<file path="config.mk">
export PLATFORM = sky130hd
export DESIGN_NAME = multicycle_control_fsm
export DESIGN_NICKNAME = d
export VERILOG_FILES = /design/src/rtl/mc_ctrl_pkg.sv /design/src/rtl/multicycle_control_fsm_branch.sv /design/src/rtl/multicycle_control_fsm.sv
export SDC_FILE = /design/constraint.sdc
export NUM_CORES = 1
export LEC_CHECK = 0
export CAP_MARGIN = 20
export CORE_MARGIN = 3
export CORE_UTILIZATION = 46
export CTS_CLUSTER_SIZE = 30
export DETAILED_ROUTE_END_ITERATION = 10
export GPL_TIMING_DRIVEN = 0
export PLACE_DENSITY_LB_ADDON = 0.08
export SYNTH_ARGS = -nofsm -noshare
export SYNTH_HDL_FRONTEND = slang
export SYNTH_SLANG_ARGS = --single-unit
export TNS_END_PERCENT = 1
</file>
<file path="constraint.sdc">
create_clock -name clk -period 2.1 [get_ports clk]
set_input_delay 0.42 -clock clk [delete_from_list [all_inputs] [get_ports clk]]
set_output_delay 0.42 -clock clk [all_outputs]
set_load 0.1 [all_outputs]
</file>
<file path="src/rtl/mc_ctrl_pkg.sv">
// Shared types and encodings for the RV32I multi-cycle control sequencer.
// Used by multicycle_control_fsm and branch_cond_eval.
package mc_ctrl_pkg;

    typedef enum logic [4:0] {
        S_IDLE,
        S_FETCH,
        S_DECODE,
        S_EXEC_R,
        S_EXEC_I,
        S_LUI,
        S_AUIPC,
        S_ALU_WB,
        S_MEM_ADDR,
        S_MEM_RD,
        S_LOAD_WB,
        S_MEM_WR,
        S_BRANCH,
        S_JAL,
        S_JALR,
        S_JALR_WB,
        S_ILLEGAL,
        S_HALT
    } state_e;

    localparam logic [6:0] OP_R      = 7'b0110011;
    localparam logic [6:0] OP_IMM    = 7'b0010011;
    localparam logic [6:0] OP_LOAD   = 7'b0000011;
    localparam logic [6:0] OP_STORE  = 7'b0100011;
    localparam logic [6:0] OP_BRANCH = 7'b1100011;
    localparam logic [6:0] OP_JAL    = 7'b1101111;
    localparam logic [6:0] OP_JALR   = 7'b1100111;
    localparam logic [6:0] OP_LUI    = 7'b0110111;
    localparam logic [6:0] OP_AUIPC  = 7'b0010111;

    localparam logic [1:0] SRC_A_PC    = 2'd0;
    localparam logic [1:0] SRC_A_OLDPC = 2'd1;
    localparam logic [1:0] SRC_A_RS1   = 2'd2;
    localparam logic [1:0] SRC_A_ZERO  = 2'd3;

    localparam logic [1:0] SRC_B_RS2  = 2'd0;
    localparam logic [1:0] SRC_B_IMM  = 2'd1;
    localparam logic [1:0] SRC_B_FOUR = 2'd2;

    localparam logic [1:0] ALU_ADD   = 2'b00;
    localparam logic [1:0] ALU_SUB   = 2'b01;
    localparam logic [1:0] ALU_FUNCT = 2'b10;

    localparam logic [1:0] RES_ALUOUT  = 2'd0;
    localparam logic [1:0] RES_MEMDATA = 2'd1;
    localparam logic [1:0] RES_ALU     = 2'd2;

    localparam logic [2:0] F3_BEQ  = 3'b000;
    localparam logic [2:0] F3_BNE  = 3'b001;
    localparam logic [2:0] F3_BLT  = 3'b100;
    localparam logic [2:0] F3_BGE  = 3'b101;
    localparam logic [2:0] F3_BLTU = 3'b110;
    localparam logic [2:0] F3_BGEU = 3'b111;

    function automatic state_e decode_state(input logic [6:0] op);
        state_e s;
        case (op)
            OP_R:      s = S_EXEC_R;
            OP_IMM:    s = S_EXEC_I;
            OP_LOAD:   s = S_MEM_ADDR;
            OP_STORE:  s = S_MEM_ADDR;
            OP_BRANCH: s = S_BRANCH;
            OP_JAL:    s = S_JAL;
            OP_JALR:   s = S_JALR;
            OP_LUI:    s = S_LUI;
            OP_AUIPC:  s = S_AUIPC;
            default:   s = S_ILLEGAL;
        endcase
        return s;
    endfunction

endpackage

</file>
<file path="src/rtl/multicycle_control_fsm_branch.sv">
// Branch condition evaluator: funct3 plus ALU flags to taken.
// Reserved funct3 codes are never taken.
module branch_cond_eval
    import mc_ctrl_pkg::*;
(
    input  logic [2:0] funct3_i,
    input  logic       zero_i,
    input  logic       lt_i,
    input  logic       ltu_i,
    output logic       taken_o
);

    always_comb begin
        taken_o = 1'b0;
        case (funct3_i)
            F3_BEQ:  taken_o = zero_i;
            F3_BNE:  taken_o = !zero_i;
            F3_BLT:  taken_o = lt_i;
            F3_BGE:  taken_o = !lt_i;
            F3_BLTU: taken_o = ltu_i;
            F3_BGEU: taken_o = !ltu_i;
            default: taken_o = 1'b0;
        endcase
    end

endmodule

</file>
<file path="src/rtl/multicycle_control_fsm.sv">
// Multi-cycle RV32I control FSM with req/ready memory handshake and timeout.
// Optional macro ILLEGAL_TRAP_EN: illegal opcodes halt and set illegal_instr.
module multicycle_control_fsm
    import mc_ctrl_pkg::*;
#(
    parameter int unsigned MEM_WAIT_LIMIT = 255
) (
    input  logic       clk,
    input  logic       reset,
    input  logic [6:0] opcode,
    input  logic [2:0] funct3,
    input  logic       zero,
    input  logic       lt,
    input  logic       ltu,
    input  logic       mem_ready,
    output logic       mem_req,
    output logic       mem_we,
    output logic       ir_write,
    output logic       pc_write,
    output logic       old_pc_write,
    output logic       reg_write,
    output logic [1:0] alu_src_a,
    output logic [1:0] alu_src_b,
    output logic [1:0] alu_op,
    output logic [1:0] result_src,
    output logic       addr_src,
    output logic       instr_done,
    output logic       bus_error,
    output logic       illegal_instr
);

    localparam int unsigned CW =
        (MEM_WAIT_LIMIT > 1) ? $clog2(MEM_WAIT_LIMIT) : 1;
    localparam logic [CW-1:0] WAIT_LAST =
        CW'((MEM_WAIT_LIMIT == 0) ? 0 : MEM_WAIT_LIMIT - 1);
    localparam bit TMO_EN = (MEM_WAIT_LIMIT != 0);

    state_e        state_q, state_d;
    logic [CW-1:0] wait_q, wait_d;
    logic          store_q, store_d;
    logic          bus_err_q, bus_err_d;
    logic          br_taken;
    logic          stalled;

    branch_cond_eval u_br (
        .funct3_i (funct3),
        .zero_i   (zero),
        .lt_i     (lt),
        .ltu_i    (ltu),
        .taken_o  (br_taken)
    );

    always_ff @(posedge clk) begin
        if (reset) begin
            state_q   <= S_IDLE;
            wait_q    <= '0;
            store_q   <= 1'b0;
            bus_err_q <= 1'b0;
        end else begin
            state_q   <= state_d;
            wait_q    <= wait_d;
            store_q   <= store_d;
            bus_err_q <= bus_err_d;
        end
    end

    always_comb begin
        state_d      = state_q;
        store_d      = store_q;
        bus_err_d    = bus_err_q;
        mem_req      = 1'b0;
        mem_we       = 1'b0;
        ir_write     = 1'b0;
        pc_write     = 1'b0;
        old_pc_write = 1'b0;
        reg_write    = 1'b0;
        alu_src_a    = SRC_A_PC;
        alu_src_b    = SRC_B_RS2;
        alu_op       = ALU_ADD;
        result_src   = RES_ALUOUT;
        addr_src     = 1'b0;
        instr_done   = 1'b0;
        case (state_q)
            S_IDLE: begin
                bus_err_d = 1'b0;
                state_d   = S_FETCH;
            end
            S_FETCH: begin
                mem_req    = 1'b1;
                alu_src_b  = SRC_B_FOUR;
                result_src = RES_ALU;
                if (mem_ready) begin
                    ir_write     = 1'b1;
                    pc_write     = 1'b1;
                    old_pc_write = 1'b1;
                    state_d      = S_DECODE;
                end
            end
            S_DECODE: begin
                alu_src_a = SRC_A_OLDPC;
                alu_src_b = SRC_B_IMM;
                store_d   = (opcode == OP_STORE);
                state_d   = decode_state(opcode);
            end
            S_EXEC_R: begin
                alu_src_a = SRC_A_RS1;
                alu_src_b = SRC_B_RS2;
                alu_op    = ALU_FUNCT;
                state_d   = S_ALU_WB;
            end
            S_EXEC_I: begin
                alu_src_a = SRC_A_RS1;
                alu_src_b = SRC_B_IMM;
                alu_op    = ALU_FUNCT;
                state_d   = S_ALU_WB;
            end
            S_LUI: begin
                alu_src_a = SRC_A_ZERO;
                alu_src_b = SRC_B_IMM;
                state_d   = S_ALU_WB;
            end
            S_AUIPC: begin
                alu_src_a = SRC_A_OLDPC;
                alu_src_b = SRC_B_IMM;
                state_d   = S_ALU_WB;
            end
            S_ALU_WB: begin
                reg_write  = 1'b1;
                result_src = RES_ALUOUT;
                instr_done = 1'b1;
                state_d    = S_FETCH;
            end
            S_MEM_ADDR: begin
                alu_src_a = SRC_A_RS1;
                alu_src_b = SRC_B_IMM;
                state_d   = store_q ? S_MEM_WR : S_MEM_RD;
            end
            S_MEM_RD: begin
                mem_req  = 1'b1;
                addr_src = 1'b1;
                if (mem_ready) state_d = S_LOAD_WB;
            end
            S_LOAD_WB: begin
                reg_write  = 1'b1;
                result_src = RES_MEMDATA;
                instr_done = 1'b1;
                state_d    = S_FETCH;
            end
            S_MEM_WR: begin
                mem_req  = 1'b1;
                mem_we   = 1'b1;
                addr_src = 1'b1;
                if (mem_ready) begin
                    instr_done = 1'b1;
                    state_d    = S_FETCH;
                end
            end
            S_BRANCH: begin
                alu_src_a  = SRC_A_RS1;
                alu_src_b  = SRC_B_RS2;
                alu_op     = ALU_SUB;
                result_src = RES_ALUOUT;
                pc_write   = br_taken;
                instr_done = 1'b1;
                state_d    = S_FETCH;
            end
            S_JAL: begin
                reg_write  = 1'b1;
                pc_write   = 1'b1;
                alu_src_a  = SRC_A_OLDPC;
                alu_src_b  = SRC_B_FOUR;
                result_src = RES_ALU;
                instr_done = 1'b1;
                state_d    = S_FETCH;
            end
            S_JALR: begin
                alu_src_a = SRC_A_RS1;
                alu_src_b = SRC_B_IMM;
                state_d   = S_JALR_WB;
            end
            S_JALR_WB: begin
                reg_write  = 1'b1;
                pc_write   = 1'b1;
                alu_src_a  = SRC_A_OLDPC;
                alu_src_b  = SRC_B_FOUR;
                result_src = RES_ALU;
                instr_done = 1'b1;
                state_d    = S_FETCH;
            end
            S_ILLEGAL: begin
`ifdef ILLEGAL_TRAP_EN
                state_d = S_HALT;
`else
                instr_done = 1'b1;
                state_d    = S_FETCH;
`endif
            end
            S_HALT: begin
                state_d = S_HALT;
            end
            default: begin
                state_d = S_IDLE;
            end
        endcase

        // A ready in the limit cycle completes normally: stalled needs !ready.
        stalled = mem_req && !mem_ready;
        if (TMO_EN && stalled && (wait_q == WAIT_LAST)) begin
            bus_err_d = 1'b1;
            state_d   = S_HALT;
        end

        if (state_d != state_q) begin
            wait_d = '0;
        end else if (TMO_EN && stalled) begin
            wait_d = wait_q + CW'(1);
        end else begin
            wait_d = wait_q;
        end
    end

    assign bus_error = bus_err_q;

`ifdef ILLEGAL_TRAP_EN
    logic ill_q, ill_d;

    always_comb begin
        ill_d = ill_q;
        if (state_q == S_IDLE) ill_d = 1'b0;
        if (state_q == S_ILLEGAL) ill_d = 1'b1;
    end

    always_ff @(posedge clk) begin
        if (reset) begin
            ill_q <= 1'b0;
        end else begin
            ill_q <= ill_d;
        end
    end

    assign illegal_instr = ill_q;
`else
    assign illegal_instr = 1'b0;
`endif

endmodule

</file>
; ---- Yosys cells after proc, flatten, opt, wreduce, memory -nomap -nowiden
; Cells that the tools add are included.
[classes]
shifts = 0
reduce_logical = 23
n_lt_le_gt_ge = 0
add_sub_neg = 1
n_bitwise = 0
eq_ne = 33
n_mul = 0
n_mux = 22
div_mod_pow = 0
[ops]
columns = op, n
row1 = one-hot mux 5 bit (9 select lines), 1
row2 = "equality test 5 x 4 -> 1 bit, second input constant", 8
row3 = one-hot mux 5 bit (8 select lines), 1
row4 = "equality test 7 x 6 -> 1 bit, second input constant", 3
row5 = "equality test 7 bit, second input constant", 3
row6 = "equality test 5 x 3 -> 1 bit, second input constant", 4
row7 = 2-to-1 mux 5 bit, 4
row8 = "equality test 7 x 5 -> 1 bit, second input constant", 2
row9 = "equality test 3 bit, second input constant", 4
row10 = one-hot mux 2 bit (2 select lines), 3
row11 = OR reduction 4 bit, 3
row12 = OR reduction 6 bit, 2
row13 = "equality test 5 x 2 -> 1 bit, second input constant", 2
row14 = "equality test 5 bit, second input constant", 2
row15 = OR reduction 2 bit, 5
row16 = "adder 8 x 1 -> 8 bit, second input constant", 1
row17 = "equality test 8 bit, second input constant", 1
row18 = 2-to-1 mux 1 bit, 8
row19 = "equality test 7 x 2 -> 1 bit, second input constant", 1
row20 = OR reduction 7 bit, 1
row21 = one-hot mux 1 bit (6 select lines), 1
row22 = one-hot mux 2 bit (3 select lines), 1
row23 = OR reduction 3 bit, 2
row24 = "equality test 5 x 1 -> 1 bit, second input constant", 1
row25 = other kinds (11), 15
[word_totals]
input_bits = 16
mem_bits_ro = 0
ff_bits = 15
latch_bits = 0
mem_bits_rw = 0
memories = 0
output_inout_bits = 18
wordCells = 83

; ---- Depth between registers and ports, before layout
[depth]
depth_word = 8
depth_mapped = 8
depth_no_buf = 7

; ---- Modules after synthesis
; From an unflattened synthesis, not the netlist that was laid out.
[hier_totals]
hier_cells = 189
hier_area_um2 = 1401.3
[modules_own_cells]
columns = mod, area_per_inst_um2, n_inst, cells_per_inst, seq_area_each_um2
row1 = multicycle_control_fsm, 1361.3, 1, 184, 300.3
row2 = branch_cond_eval, 40.0, 1, 5, 0.0

; ---- Worst setup path before layout
; No wires, ideal clock.
[synth_timing]
path_type = register -> output
start = register state_q[4]
end = output instr_done
path_slack_ps = -1662
t_arrival_ps = 3342
path_stages_with_launch = 5
n_path_buf = 2
t_required_ps = 1680
cell_sequence = dfxtp_1 -> clkbuf_1 -> clkbuf_1 -> nand2_1 -> o32ai_1
[synth_between]
elab_chain_cells = 3
elab_cells_between_ends = 9
classes_between = eq/ne: 7 / mux: 1 / reduce/logical: 1
[synth_lines]
columns = item, line_no
row1 = "start, declared", multicycle_control_fsm.sv:38  ; state_e state_q, state_d;
row2 = "start signal, assigned", multicycle_control_fsm.sv:60  ; state_q <= state_d;
row3 = equality test 5 bit (tied with other cells), multicycle_control_fsm.sv:83  ; case (state_q)
row4 = OR reduction 6 bit (no source line), -
row5 = one-hot mux 1 bit (2 select lines) *, multicycle_control_fsm.sv:83
row6 = "end, declared", multicycle_control_fsm.sv:27  ; output logic instr_done,
; Mark *: on every way between the ends. The rest lies on a longest branch, timed or not.

; ---- Worst setup path in the final report
[layout_timing]
start = register state_q[1]
end = output alu_src_a[0]
[layout_between]
elab_chain_cells = 3
elab_cells_between_ends = 13
classes_between = eq/ne: 10 / mux: 1 / reduce/logical: 2
[layout_lines]
columns = item, line_no
row1 = equality test 5 x 4 -> 1 bit (tied with other cells), multicycle_control_fsm.sv:83
row2 = OR reduction 5 bit (no source line) / OR reduction 4 bit (equally long branches), -
row3 = one-hot mux 2 bit (3 select lines) *, multicycle_control_fsm.sv:83
row4 = "end, declared", multicycle_control_fsm.sv:22  ; output logic [1:0] alu_src_a,
; Marks and branches as above.

==> metrics <==
Final Hold Viols=0; CP max stage cell=mux2_2; mux contribution to synthesized area=0.0292; Routed WL per cell=17.3 um; Power Total=1.42 mW; post-synthesis net count=about 220; CP required=about 1.7 ns; Critical R2R Launch=state_q[1]$_SDFF_PP0_; Longest Clk Path Bufs=2; actual slew at the worst max-slew pin=0.955 ns; # nets final=between 200 and 300; placed insts=272; failing checks=negative setup slack; clock slew at reported path FFs=0.10 ns; initial antenna violation count=0; leading area contributor after synthesis=dfxtp_1; Main synth FF type=dfxtp_1; largest family of logic cells by synthesized area=simple AND/OR/NAND/NOR gates; slowest stage delay, CP=~0.38 ns; Post-Synthesis Cells=approximately 200; Buffers & Inverters on Critical Path=2; mean post-synth cell area=7.62 um^2; CTS Hold Bufs=0; Seq/Total Area, Yosys=0.200; Max Slew Vio Count=0; Static Leakage=~0.9 nW; DP Wirelength=3.19 mm; most frequent cell after synthesis=nor2_1; post-synthesis simple-gate area fraction=0.386; Synth top area share=0.200; WP depth=5; commonest cells in the netlist=nor2_1 (22), dfxtp_1 (15), nand2_1 (12); library cells used by synthesis=60; htree depth=1; flop-to-flop setup slack=-0.08 ns; vias per inst=about 6; # setup viols final=14; status=finished with violations; Power Density=562 nW/um^2; n_diodes=0; max-cap violations=0; Synth Area in Compound Gates=0.217; die span in y=roughly 63 um; CP Capture Type=output port; Detailed Routing Iterations Pass 1=4; Iter 0 DRT Violations=116; top cells by area, synth=dfxtp_1 (20%), nor2_1 (5.5%), xor2_1 (3.5%), nand4_1 (3.3%), nor3_1 (3.3%); Synth Warn #=0; Root Driver=clkbuf_4; clock sink count=15; worst reg2reg path depth=7; delay-heaviest family, CP=simple AND/OR/NAND/NOR gates; remaining antenna violation count=0; skew final=0.00356 ns; fraction of layout cells with a size suffix above 1=0.475; EDFF count, synth=0; Setup TNS=-0.775 ns; Post-Layout Cell Count=roughly 290; Core Area=between 3000 and 4000 um^2; GR Util All Layers=0.239; worst hold path type=in -> reg; Slew Limit Headroom=0.366; pre-CTS setup slack=-1.17 ns; VDD IR max=0.547 mV; post-synthesis xor/xnor area fraction=0.0767; Total Wirelength=4.98 mm; Final Wtd Congestion=0.925; worst-path fanout max=4; largest net degree at the start of global routing=11; number of global-route vias before repair=1600; CTS tree=built; PnR worst setup slack=-0.0896 ns; RSZ-0062 raised after global routing=yes; PortBufs=31; Layout Area Growth over Synthesis=68.5%; clk_lat worst skew=0.30 ns; DR DRC count=0; worst reg2reg endpoint=wait_q[7]$_SDFFE_PP0P_; starting density of the core=0.488; grt ovf=0; # fillers=189; Worst EP arrival=~1.8 ns; CP Launch Type=flop; width of the die=63.1 um; I/O pin count=34; Fin Hold WS=0.500 ns; class of the most critical setup path=reg -> out; first-pass GRT wire length=7.75 mm; Seq cells post-synth=15; CP Cell Sequence=buf_4 -> nor2b_2 -> mux2_2 -> nor2_2 -> buf_12; post-synthesis adder-cell area fraction=0.0167; mapped cell area=1500 um^2; min Tclk post-route=2.19 ns; die outline area=3990 um^2; Async SR Flop Fraction=0; Critical Path Start=state_q[1]$_SDFF_PP0_; maximum clock rate=0.457 GHz; total CTS buffers=3; std cell rows=20; period utilization=1.04; CP endpoint=alu_src_a[0]; total number of vias=1733
metal layers:
metal	up-vias	global-route usage	part of all wire
li1	816	-	-
met1	830	0.302	0.40
met2	71	0.401	0.50
met3	16	0.0660	0.075
met4	0	0.0551	0.028
met5	-	0	0
logic make-up after synthesis:
logic type | count (synthesis)
buf+inv | 20
flops | 15
compound gates | 47
xor+xnor | 11
other cells | 1
fa+ha+maj | 2
simple gates | 97
mux | 4
flip-flops by register name, summed over array words and instances (netlist names):
register and count:
bus_error 1, state_q 5, store_q 1, wait_q 8
repair_timing:
| action | CTS | global route |
|---|---|---|
| pin swaps | 22 | 16 |
| gates resized for setup | 191 | 55 |
| endpoints found under the setup margin | 26 | 24 |
| setup buffers | 9 | 4 |
worst min path at each step:
stage	from	to	slack, ns	depth (start not counted)
final	reset	store_q$_SDFFE_PP0P_	0.50	2
after global routing	reset	state_q[0]$_SDFF_PP0_	0.53	2
after CTS	reset	store_q$_SDFFE_PP0P_	0.51	2
after detailed placement	bus_error$_SDFFE_PP0P_	bus_error$_SDFFE_PP0P_	0.49	2
after global placement	bus_error$_SDFFE_PP0P_	bus_error$_SDFFE_PP0P_	0.47	2
after floorplan	store_q$_SDFFE_PP0P_	store_q$_SDFFE_PP0P_	0.46	2
placed cells by master (no fill, tap or decap), types with 5 or more instances in the layout:
| cell type | netlist | routed |
|---|---|---|
| buf_6 | 2 | 9 |
| buf_4 | 4 | 14 |
| xor2_1 | 6 | 6 |
| a21oi_1 | 9 | 6 |
| buf_12 | 0 | 13 |
| dfxtp_1 | 15 | 10 |
| nand4_1 | 8 | 8 |
| clkbuf_4 | 0 | 5 |
| nand2_1 | 12 | 10 |
| nor3_2 | 2 | 6 |
| nor2_2 | 0 | 6 |
| nor2_1 | 22 | 13 |
| dlygate4sd2_1 | 0 | 7 |
| clkdlybuf4s50_1 | 0 | 5 |
power by group:
| group | internal [mW] | switching, mW | leakage (nW) |
|---|---|---|---|
| Sequential | 0.295 | 0.00997 | 0.124 |
| Combinational | 0.378 | 0.563 | 0.761 |
| Clock | 0.0710 | 0.104 | 0.0177 |
| Total | 0.745 | 0.677 | 0.902 |
layout make-up:
class / instances / area [um^2] / share of cell area
inverter: 4 / 15.0 / 0.00593
clock inverter: 1 / 5.00 / 0.00198
buffer: 15 / 176 / 0.0697
multi-input combinational: 162 / 1410 / 0.558
tap: 44 / 55.1 / 0.0218
clock buffer: 3 / 22.5 / 0.00890
timing repair buffer: 44 / 536 / 0.212
sequential: 15 / 309 / 0.122
stage by stage:
step                cell area, um^2   util
global placement               1950  0.634
detailed placement             1950  0.634
finish                         2530  0.822
global route                   2530  0.822
CTS                            2310  0.752
floorplan                      1590      -
Power figures use the tool's default switching activity.
